File: config.mk
export PLATFORM = sky130hd
export DESIGN_NAME = alu_operand_a_stage_flat
export DESIGN_NICKNAME = d
export VERILOG_FILES = /design/src/rtl/alu_operand_a_stage_if.sv /design/src/rtl/alu_operand_a_stage.sv /design/src/flat_wrapper.sv
export SDC_FILE = /design/constraint.sdc
export NUM_CORES = 1
export LEC_CHECK = 0
export CORE_MARGIN = 4
export CORE_UTILIZATION = 25
export DETAILED_ROUTE_END_ITERATION = 16
export GPL_TIMING_DRIVEN = 0
export PLACE_DENSITY_LB_ADDON = 0.08
export SKIP_CTS_REPAIR_TIMING = 1
export SKIP_LAST_GASP = 1
export SLEW_MARGIN = 20
export SYNTH_ARGS = -nofsm -noshare
export SYNTH_HDL_FRONTEND = slang
export SYNTH_SLANG_ARGS = --single-unit
File: constraint.sdc
create_clock -name clk -period 2.9 [get_ports clk]
set_input_delay 0.435 -clock clk [delete_from_list [all_inputs] [get_ports clk]]
set_output_delay 0.435 -clock clk [all_outputs]
set_load 0.02 [all_outputs]
File: src/rtl/alu_operand_a_stage_if.sv
// alu_operand_a_stage_if: handshake bundle between register-read, the A-operand stage and the ALU
// Signals:
//   src_data  flattened operand sources, source i at [i*WIDTH +: WIDTH]
//   sel       source select (NUM_SRC and above select zero)
//   in_valid  / in_ready   upstream handshake
//   out_data  / out_valid / out_ready  downstream handshake toward the ALU
//   count     entries held by the stage (0..2)
//   sel_err   sticky out-of-range select flag, only with ALU_A_SEL_ERR_EN
// Modports: master = upstream/ALU side driving the stage, slave = the stage itself.
interface alu_operand_a_stage_if #(
    parameter int WIDTH   = 32,
    parameter int NUM_SRC = 3
);
    localparam int SEL_W = $clog2(NUM_SRC + 1);
    logic [NUM_SRC*WIDTH-1:0] src_data;
    logic [SEL_W-1:0]         sel;
    logic                     in_valid;
    logic                     in_ready;
    logic [WIDTH-1:0]         out_data;
    logic                     out_valid;
    logic                     out_ready;
    logic [1:0]               count;
`ifdef ALU_A_SEL_ERR_EN
    logic                     sel_err;
    modport master (
        output src_data, sel, in_valid, out_ready,
        input  in_ready, out_data, out_valid, count, sel_err
    );
    modport slave (
        input  src_data, sel, in_valid, out_ready,
        output in_ready, out_data, out_valid, count, sel_err
    );
`else
    modport master (
        output src_data, sel, in_valid, out_ready,
        input  in_ready, out_data, out_valid, count
    );
    modport slave (
        input  src_data, sel, in_valid, out_ready,
        output in_ready, out_data, out_valid, count
    );
`endif
endinterface

File: src/rtl/alu_operand_a_stage.sv
// alu_operand_a_stage: registered ALU A-operand selector with a 2-entry skid buffer
// Ports:
//   clk    rising-edge clock
//   reset  asynchronous active-high reset, discards all held operands
//   bus    alu_operand_a_stage_if.slave: source select, valid/ready on both sides, count
// Optional feature macro: ALU_A_SEL_ERR_EN adds a sticky sel_err flag raised by any
// accepted select above NUM_SRC; without it out-of-range selects silently yield zero.
module alu_operand_a_stage #(
    parameter int WIDTH   = 32,
    parameter int NUM_SRC = 3
) (
    input logic                  clk,
    input logic                  reset,
    alu_operand_a_stage_if.slave bus
);
    localparam int SEL_W = $clog2(NUM_SRC + 1);
    typedef enum logic [1:0] {EMPTY = 2'd0, ONE = 2'd1, FULL = 2'd2} state_e;
    state_e           state_q;
    logic [WIDTH-1:0] out_data_q;
    logic [WIDTH-1:0] skid_q;
    logic [WIDTH-1:0] sel_data;
    logic             out_valid_q;
    logic             skid_valid_q;
    logic             accept;
    logic             drain;
    // Any select with no matching source (== NUM_SRC or beyond) falls through to zero.
    always_comb begin
        sel_data = '0;
        for (int i = 0; i < NUM_SRC; i++)
            sel_data = (bus.sel == SEL_W'(i)) ? bus.src_data[i*WIDTH +: WIDTH] : sel_data;
    end
    // in_ready comes straight from the skid flag, so out_ready never reaches it combinationally.
    assign accept = bus.in_valid && !skid_valid_q;
    assign drain  = out_valid_q && bus.out_ready;
    always_ff @(posedge clk or posedge reset) begin
        if (reset) begin
            state_q      <= EMPTY;
            out_data_q   <= '0;
            skid_q       <= '0;
            out_valid_q  <= 1'b0;
            skid_valid_q <= 1'b0;
        end else begin
            case (state_q)
                EMPTY: if (accept) begin
                    out_data_q  <= sel_data;
                    out_valid_q <= 1'b1;
                    state_q     <= ONE;
                end
                ONE: if (accept && drain) begin
                    out_data_q <= sel_data;
                end else if (accept) begin
                    skid_q       <= sel_data;
                    skid_valid_q <= 1'b1;
                    state_q      <= FULL;
                end else if (drain) begin
                    // out_data keeps its last value while empty.
                    out_valid_q <= 1'b0;
                    state_q     <= EMPTY;
                end
                FULL: if (drain) begin
                    out_data_q   <= skid_q;
                    skid_valid_q <= 1'b0;
                    state_q      <= ONE;
                end
                default: begin
                    out_valid_q  <= 1'b0;
                    skid_valid_q <= 1'b0;
                    state_q      <= EMPTY;
                end
            endcase
        end
    end
    assign bus.in_ready  = !skid_valid_q;
    assign bus.out_data  = out_data_q;
    assign bus.out_valid = out_valid_q;
    assign bus.count     = 2'(state_q);
`ifdef ALU_A_SEL_ERR_EN
    logic sel_err_q;
    always_ff @(posedge clk or posedge reset) begin
        if (reset) sel_err_q <= 1'b0;
        else if (accept && bus.sel > SEL_W'(NUM_SRC)) sel_err_q <= 1'b1;
    end
    assign bus.sel_err = sel_err_q;
`endif
endmodule

File: src/flat_wrapper.sv
// flat-port wrapper written by rule: the top's interface ports become plain ports
module alu_operand_a_stage_flat 
#(
    parameter int WIDTH   = 32,
    parameter int NUM_SRC = 3
)
  (clk, reset, bus_src_data, bus_sel, bus_in_valid, bus_out_ready, bus_in_ready, bus_out_data, bus_out_valid, bus_count);
  alu_operand_a_stage_if #(.WIDTH(WIDTH), .NUM_SRC(NUM_SRC)) bus_i ();
  input logic clk;
  input logic reset;
  input wire logic [$bits(bus_i.src_data)-1:0] bus_src_data;
  input wire logic [$bits(bus_i.sel)-1:0] bus_sel;
  input wire logic [$bits(bus_i.in_valid)-1:0] bus_in_valid;
  input wire logic [$bits(bus_i.out_ready)-1:0] bus_out_ready;
  output wire logic [$bits(bus_i.in_ready)-1:0] bus_in_ready;
  output wire logic [$bits(bus_i.out_data)-1:0] bus_out_data;
  output wire logic [$bits(bus_i.out_valid)-1:0] bus_out_valid;
  output wire logic [$bits(bus_i.count)-1:0] bus_count;
  assign bus_i.src_data = bus_src_data;
  assign bus_i.sel = bus_sel;
  assign bus_i.in_valid = bus_in_valid;
  assign bus_i.out_ready = bus_out_ready;
  assign bus_in_ready = bus_i.in_ready;
  assign bus_out_data = bus_i.out_data;
  assign bus_out_valid = bus_i.out_valid;
  assign bus_count = bus_i.count;
  alu_operand_a_stage #(.WIDTH(WIDTH), .NUM_SRC(NUM_SRC)) u_core (.clk(clk), .reset(reset), .bus(bus_i));
endmodule
==> results of run 1 <==
[cell usage in the layout, fill, tap and decap left out, types with 2 or more instances in the layout]
master           netlist  layout
clkbuf_16              0       9
dfrtp_1               68      68
buf_6                  5       5
o2bb2ai_1             33      33
buf_4                  6       6
o21ai_0                3       3
mux2i_1               32      32
buf_2                  8       8
clkbuf_8               0       2
clkinv_2               0       2
clkdlybuf4s50_1        0     135
inv_1                  3       2
mux2_2                96      96
nand3_1                2       2
clkbuf_1               3       5
nand2_1                4       4
[final cells by class]
type                    instances  area (sq um)
multi-input cells             182          1820
plain buffers                  22           153
inverters                       3          13.8
clock buffers                  13           260
well taps                     184           230
fillers                      1448          8920
clock inverters                 2          10.0
repair buffers                136          1370
flip-flops and latches         68          1700
[routing by layer]
| layer | up-vias | track usage (%) |
|---|---|---|
| met3 | 13 | 3.38 |
| li1 | 1321 | - |
| met2 | 85 | 19.1 |
| met1 | 1328 | 17.1 |
| met5 | - | 0 |
| met4 | 0 | 5.00 |
[power by group]
group	total [mW]	internal, mW	switching (mW)
logic	0.271	0.169	0.103
registers	0.950	0.950	0
clock network	1.01	0.618	0.388
[kinds of logic (layout without fill, tap and decap cells)]
kind of cell	Yosys count	count (layout)	synth area share (%)
multiplexers	128	128	38.1
flip-flops	68	68	46.2
AO/OA/AOI/OAI	40	40	9.11
buffers and inverters	25	176	4.45
AND/OR/NAND/NOR	14	14	2.17
[per-stage QoR]
step           instance area (sq um)  TNS [ns]  std cells  setup WS (ns)  hold slack [ns]
2_1_floorplan                   3680         0        275          0.753            0.475
3_3_place_gp                    5260    -45.68        594         -0.675            0.483
3_5_place_dp                    5290         0        595          0.608            0.491
4_1_cts                         5560         0        610          0.949            0.483
5_1_grt                         5560         0        610          0.860            0.510
6_report                        5560         0        610          0.967            0.469
[critical path: stages]
cell	delay, ns
clkdlybuf4s50_1	0.42
nand2b_1	0.19
o21ai_1	0.13
a21oi_2	0.33
buf_4	0.29
mux2_2	0.35
[path summary, 6_finish.rpt]
check	from	end	slack, ns
worst max-delay path	bus_in_valid	u_core.bus.out_data[15]$_DFFE_PP0P_	0.97
worst max register to register	u_core.bus.count[1]$_DFFE_PP0P_	u_core.bus.out_data[17]$_DFFE_PP0P_	1.00
worst min register to register	u_core.skid_q[18]$_DFFE_PP0P_	u_core.skid_q[18]$_DFFE_PP0P_	0.50
worst min-delay path	reset	u_core.skid_q[11]$_DFFE_PP0P_	0.47
min in group clk	u_core.skid_q[18]$_DFFE_PP0P_	u_core.skid_q[18]$_DFFE_PP0P_	0.50
max in group asynchronous	reset	u_core.skid_q[5]$_DFFE_PP0P_	1.88
[sequential cells by signal, indices dropped and copies added, names as in the netlist]
| register | count |
|---|---|
| u_core.skid_q | 32 |
| u_core.bus.count | 2 |
| u_core.bus.out_data | 32 |
| u_core.skid_valid_q | 1 |
| u_core.bus.out_valid | 1 |
==> results.md, run 1 <==
* Root buf cell: clkbuf_16
* Initial antenna violation count at 0
* Total Wirelength at 10200 um
* Die height at 129 um
* Peak supply drop at 0.000220 V
* Worst path required time at 3.11 ns
* Num Clock Sinks at slightly below 70
* CTS buffer count at 9
* Synth top area share at 46.2%
* CTS tree: built
* Largest net degree at the start of global routing at 37
* Grt total ovfl at 0
* HP Class: input pin to asynchronous set/reset pin
* Worst EP arrival at ~2.2 ns
* Met3 WL at 720 um
* Post-synthesis cell count at roughly 280
* Routed wl met2 at 4510 um
* Min Tclk post-route at 1.93 ns
* Fmax at 517 MHz
* Post-synthesis sequential area ratio at 46.2%
* Critical Path Start Type: input pin
* Wire length per cell at 16.7 um
* Max-slew headroom at 62.6%
* Io pins at 138
* Synth Cell Area at 3680 sq um
* Final Max Tran Viols at 0
* Reg2reg path depth at 5
* CP Class: input pin to flip-flop
* Share of layout cells above drive strength 1 at 31.0%
* Die W at 129 um
* Area grow syn2layout at 50.9%
* RSZ-0062 raised after global routing: false
* Initial Util at 25.4%
* FF+latch count, synth at 68
* Leakage at 2.54 nW
* DRC at 0
* Most frequent cell after synthesis: mux2_2
* Worst Skew at between 0.003 and 0.004 ns
* PortBufs at 135
* Row Count at 44
* Syn_nets at roughly 380
* Post-synth ARST share at 100%
* Util after Layout at 38.4%
* Pre-antenna DRT Iters at 4
* Clock Tree Buf Depth at 2
* Post-DP HPWL at 7500 um
* Setup violations, final at 0
* Final Power at 2.23 mW
* Worst Setup End Kind: flip-flop
* Netlist cell types at 24
* Crit-path max FO at 10
* Clk Latency, worst-skew pair at 0.33 ns
* Max layer used: met4
* First-pass GRT wire length at around 16000 um
* Top cell type by total area after synthesis: dfrtp_1
* Total number of vias at 2747
* Vias per cell at ~4.5
* EDFF count, synth at 0
* Clock-pin slew on the worst setup and hold paths at 0.05 ns
* M1 WL at between 4000 and 5000 um
* H-tree depth at 3
* DRT iter0 DRCs at 70
* Final nets at 524
* PwrDens at 401 nW/um^2
* Final worst path period share at 66.7%
* Final ANT Viol Nets at 0
* Die area at 16700 sq um
* Gp weighted congestion at about 0.7
* Top post-synthesis cells by count: 96 x mux2_2, 68 x dfrtp_1, 33 x o2bb2ai_1
* Syn_area_per_cell at between 10 and 15 sq um
* GRT Util Overall at 12.6%
* Synthesis Warnings at 0
* Worst Max-Slew Pin Slew at 0.562 ns
* Vias in the first global route at 3021
* Ant diodes at 0
* Max-cap violation count at 0
* Primary FF master, synth: dfrtp_1
* Outcome: finished, final reports clean
* Core area at between 10000 and 15000 sq um
* Top cells by area, synth: dfrtp_1 46%, mux2_2 29%, mux2i_1 8.7%
* Final Hold Fails at 0
(Power assumes the default switching activity.)
==> inputs of run 2 (changes only) <==
==> constraint.sdc (replaced) <==
create_clock -name clk -period 1.8 [get_ports clk]
set_input_delay 0.27 -clock clk [delete_from_list [all_inputs] [get_ports clk]]
set_output_delay 0.27 -clock clk [all_outputs]
set_load 0.02 [all_outputs]
==> run 2 against run 1 <==
First-iteration DRC count shrank 20%. Setup slack worse by 0.87 ns. Utilization rose by 0.58 points. Sequential power grew 61%. Die area unchanged. Critical path type is now flip-flop to flip-flop.
==> results.md, run 2 (synthesis results as in run 1) <==
* DRC at 0 (unchanged)
* Share of layout cells above drive strength 1 at 31.9% (was 31.0%)
* Vias in the first global route at 2961 (was 3021)
* H-tree depth at 3 (unchanged)
* Die W at 129 um (unchanged)
* Root buf cell: clkbuf_16 (unchanged)
* Most used cell, CP: buf_2
* Worst path required time at 2.01 ns (was 3.11 ns)
* Clk Latency, worst-skew pair at 0.33 ns (about the same)
* Setup violations, final at 0 (unchanged)
* First-pass GRT wire length at 15800 um (was 16100 um)
* CTS buffer count at 9 (unchanged)
* Worst EP arrival at 1.91 ns (was 2.15 ns)
* Final worst path period share at a little over nine tenths
* HP Class: input pin to asynchronous set/reset pin (unchanged)
* Final nets at 530 (was 524)
* Gp weighted congestion at 0.691 (was 0.697)
* CP Class: flip-flop to flip-flop (was input pin to flip-flop)
* Crit path cell chain: buf_2 > nor2b_1 > nand4_1 > buf_2 > mux2_2 (was clkdlybuf4s50_1 > nand2b_1 > o21ai_1 > a21oi_2 > buf_4 > mux2_2)
* Worst Skew at 0.00582 ns (was 0.00316 ns)
* Initial Util at 25.4% (unchanged)
* Final Power at 3.69 mW (was 2.23 mW)
* Grt total ovfl at 0 (unchanged)
* Worst Max-Slew Pin Slew at 0.551 ns (was 0.562 ns)
* Util after Layout at 39.0% (was 38.4%)
* Total Wirelength at 10300 um (was 10200 um)
* PwrDens at 655 nW/um^2 (was 401 nW/um^2)
* Total number of vias at 2746 (was 2747)
* Setup crit start: u_core.bus.count[1]$_DFFE_PP0P_ (was bus_in_valid)
* Core area at 14500 sq um (unchanged)
* R2R Setup Slk at 0.09 ns (was 1.00 ns)
* Vias per cell at 4.46 (was 4.50)
* Crit-path max FO at 10 (unchanged)
* Final ANT Viol Nets at 0 (unchanged)
* Initial antenna violation count at 0 (unchanged)
* Most frequent cells in the layout: 135 x clkdlybuf4s50_1, 96 x mux2_2, 68 x dfrtp_1 (unchanged)
* Io pins at 138 (unchanged)
* Pre-antenna DRT Iters at 4 (unchanged)
* PortBufs at 135 (unchanged)
* Clock-pin slew on the worst setup and hold paths at 0.05 ns (about the same)
* WP buf/inv at 2 (unchanged)
* Post-DP HPWL at 7730 um (was 7500 um)
* CTS tree: built (unchanged)
* Commonest non-fill, non-tap cell in the layout: clkdlybuf4s50_1 (unchanged)
* Die area at 16700 sq um (unchanged)
* Layout Cells excl Fill at 616 (was 610)
* GRT Util Overall at 12.5% (was 12.6%)
* DRT iter0 DRCs at 56 (was 70)
* Leakage at 2.57 nW (was 2.54 nW)
* Ant diodes at 0 (unchanged)
* Final Hold Fails at 0 (unchanged)
* Crit-path max cell delay at 0.38 ns (was 0.42 ns)
* Wire length per cell at 16.7 um (about the same)
* CP delay by family, top: buffers and inverters (unchanged)
* RSZ-0062 raised after global routing: false (unchanged)
* Area grow syn2layout at 53.2% (was 50.9%)
* Final Max Tran Viols at 0 (unchanged)
* Crit-path slowest cell: dfrtp_1 (was clkdlybuf4s50_1)
* Outcome: finished, final reports clean (unchanged)
* Die height at 129 um (unchanged)
* Largest net degree at the start of global routing at 32 (was 37)
* Worst Setup End Kind: flip-flop (unchanged)
* Min Tclk post-route at around 1.7 ns
* Final Hold Slack at 0.279 ns (was 0.469 ns)
* Max-cap violation count at 0 (unchanged)
* Num Clock Sinks at 68 (unchanged)
* Row Count at 44 (unchanged)
* Reg2Reg Launch Point: u_core.bus.count[1]$_DFFE_PP0P_ (unchanged)
* Max-slew headroom at 63.3% (was 62.6%)
* Clock Tree Buf Depth at 2 (unchanged)
* Fmax at 586 MHz
* Critical Path Start Type: flip-flop (was input pin)
* Peak supply drop at 0.000314 V (was 0.000220 V)
* Placed Cells at 596 (was 595)
[run 2: final cells by class]
| cell class | instances | area (sq um) |
|---|---|---|
| buffer | 22 | 160 |
| clock buffer | 13 | 250 |
| clock inverter | 2 | 35.0 |
| fill | 1422 | 8840 |
| inverter | 3 | 15.0 |
| multi-input combinational | 182 | 1820 |
| sequential | 68 | 1700 |
| tap | 184 | 230 |
| timing repair buffer | 142 | 1430 |
[run 2: stage by stage]
| stage | setup TNS, ns | setup slack [ns] | instance area (sq um) |
|---|---|---|---|
| after floorplan | 0 | 0.0890 | 3690 |
| after global placement | -28.49 | -0.304 | 5270 |
| after detailed placement | -17.57 | -0.320 | 5310 |
| after CTS | -2.06 | -0.0986 | 5590 |
| after global routing | 0 | 0.00618 | 5640 |
| final | 0 | 0.0946 | 5640 |
[run 2: path summary, 6_finish.rpt]
path	depth (start not counted)	to
max	5	u_core.skid_q[14]$_DFFE_PP0P_
min	2	u_core.skid_q[18]$_DFFE_PP0P_
max reg2reg	5	u_core.skid_q[14]$_DFFE_PP0P_
min reg2reg	1	u_core.skid_q[27]$_DFFE_PP0P_
max in group asynchronous	3	u_core.skid_q[10]$_DFFE_PP0P_
min in group clk	3	u_core.skid_q[31]$_DFFE_PP0P_
[run 2: layer usage]
metal	up-vias	GRT usage [%]	share of wire, %
met5	-	0	0
met1	1326	15.8	44
met2	76	20.2	47
met3	12	3.30	6.6
li1	1332	-	-
met4	0	5.00	1.6
[run 2: report_power, final]
group	switching, mW	internal, mW
combinational	0.166	0.276
clock	0.621	1.10
sequential	0	1.53
total	0.788	2.91
==> inputs of run 3 (changes only) <==
--- a/config.mk
+++ b/config.mk
@@ -7,6 +7,7 @@
 export LEC_CHECK = 0
 export CORE_MARGIN = 4
 export CORE_UTILIZATION = 25
+export CTS_CLUSTER_DIAMETER = 60
 export DETAILED_ROUTE_END_ITERATION = 16
 export GPL_TIMING_DRIVEN = 0
 export PLACE_DENSITY_LB_ADDON = 0.08
==> results of run 3 <==
The final DEF is identical to that of run 2; final timing and power are the same.
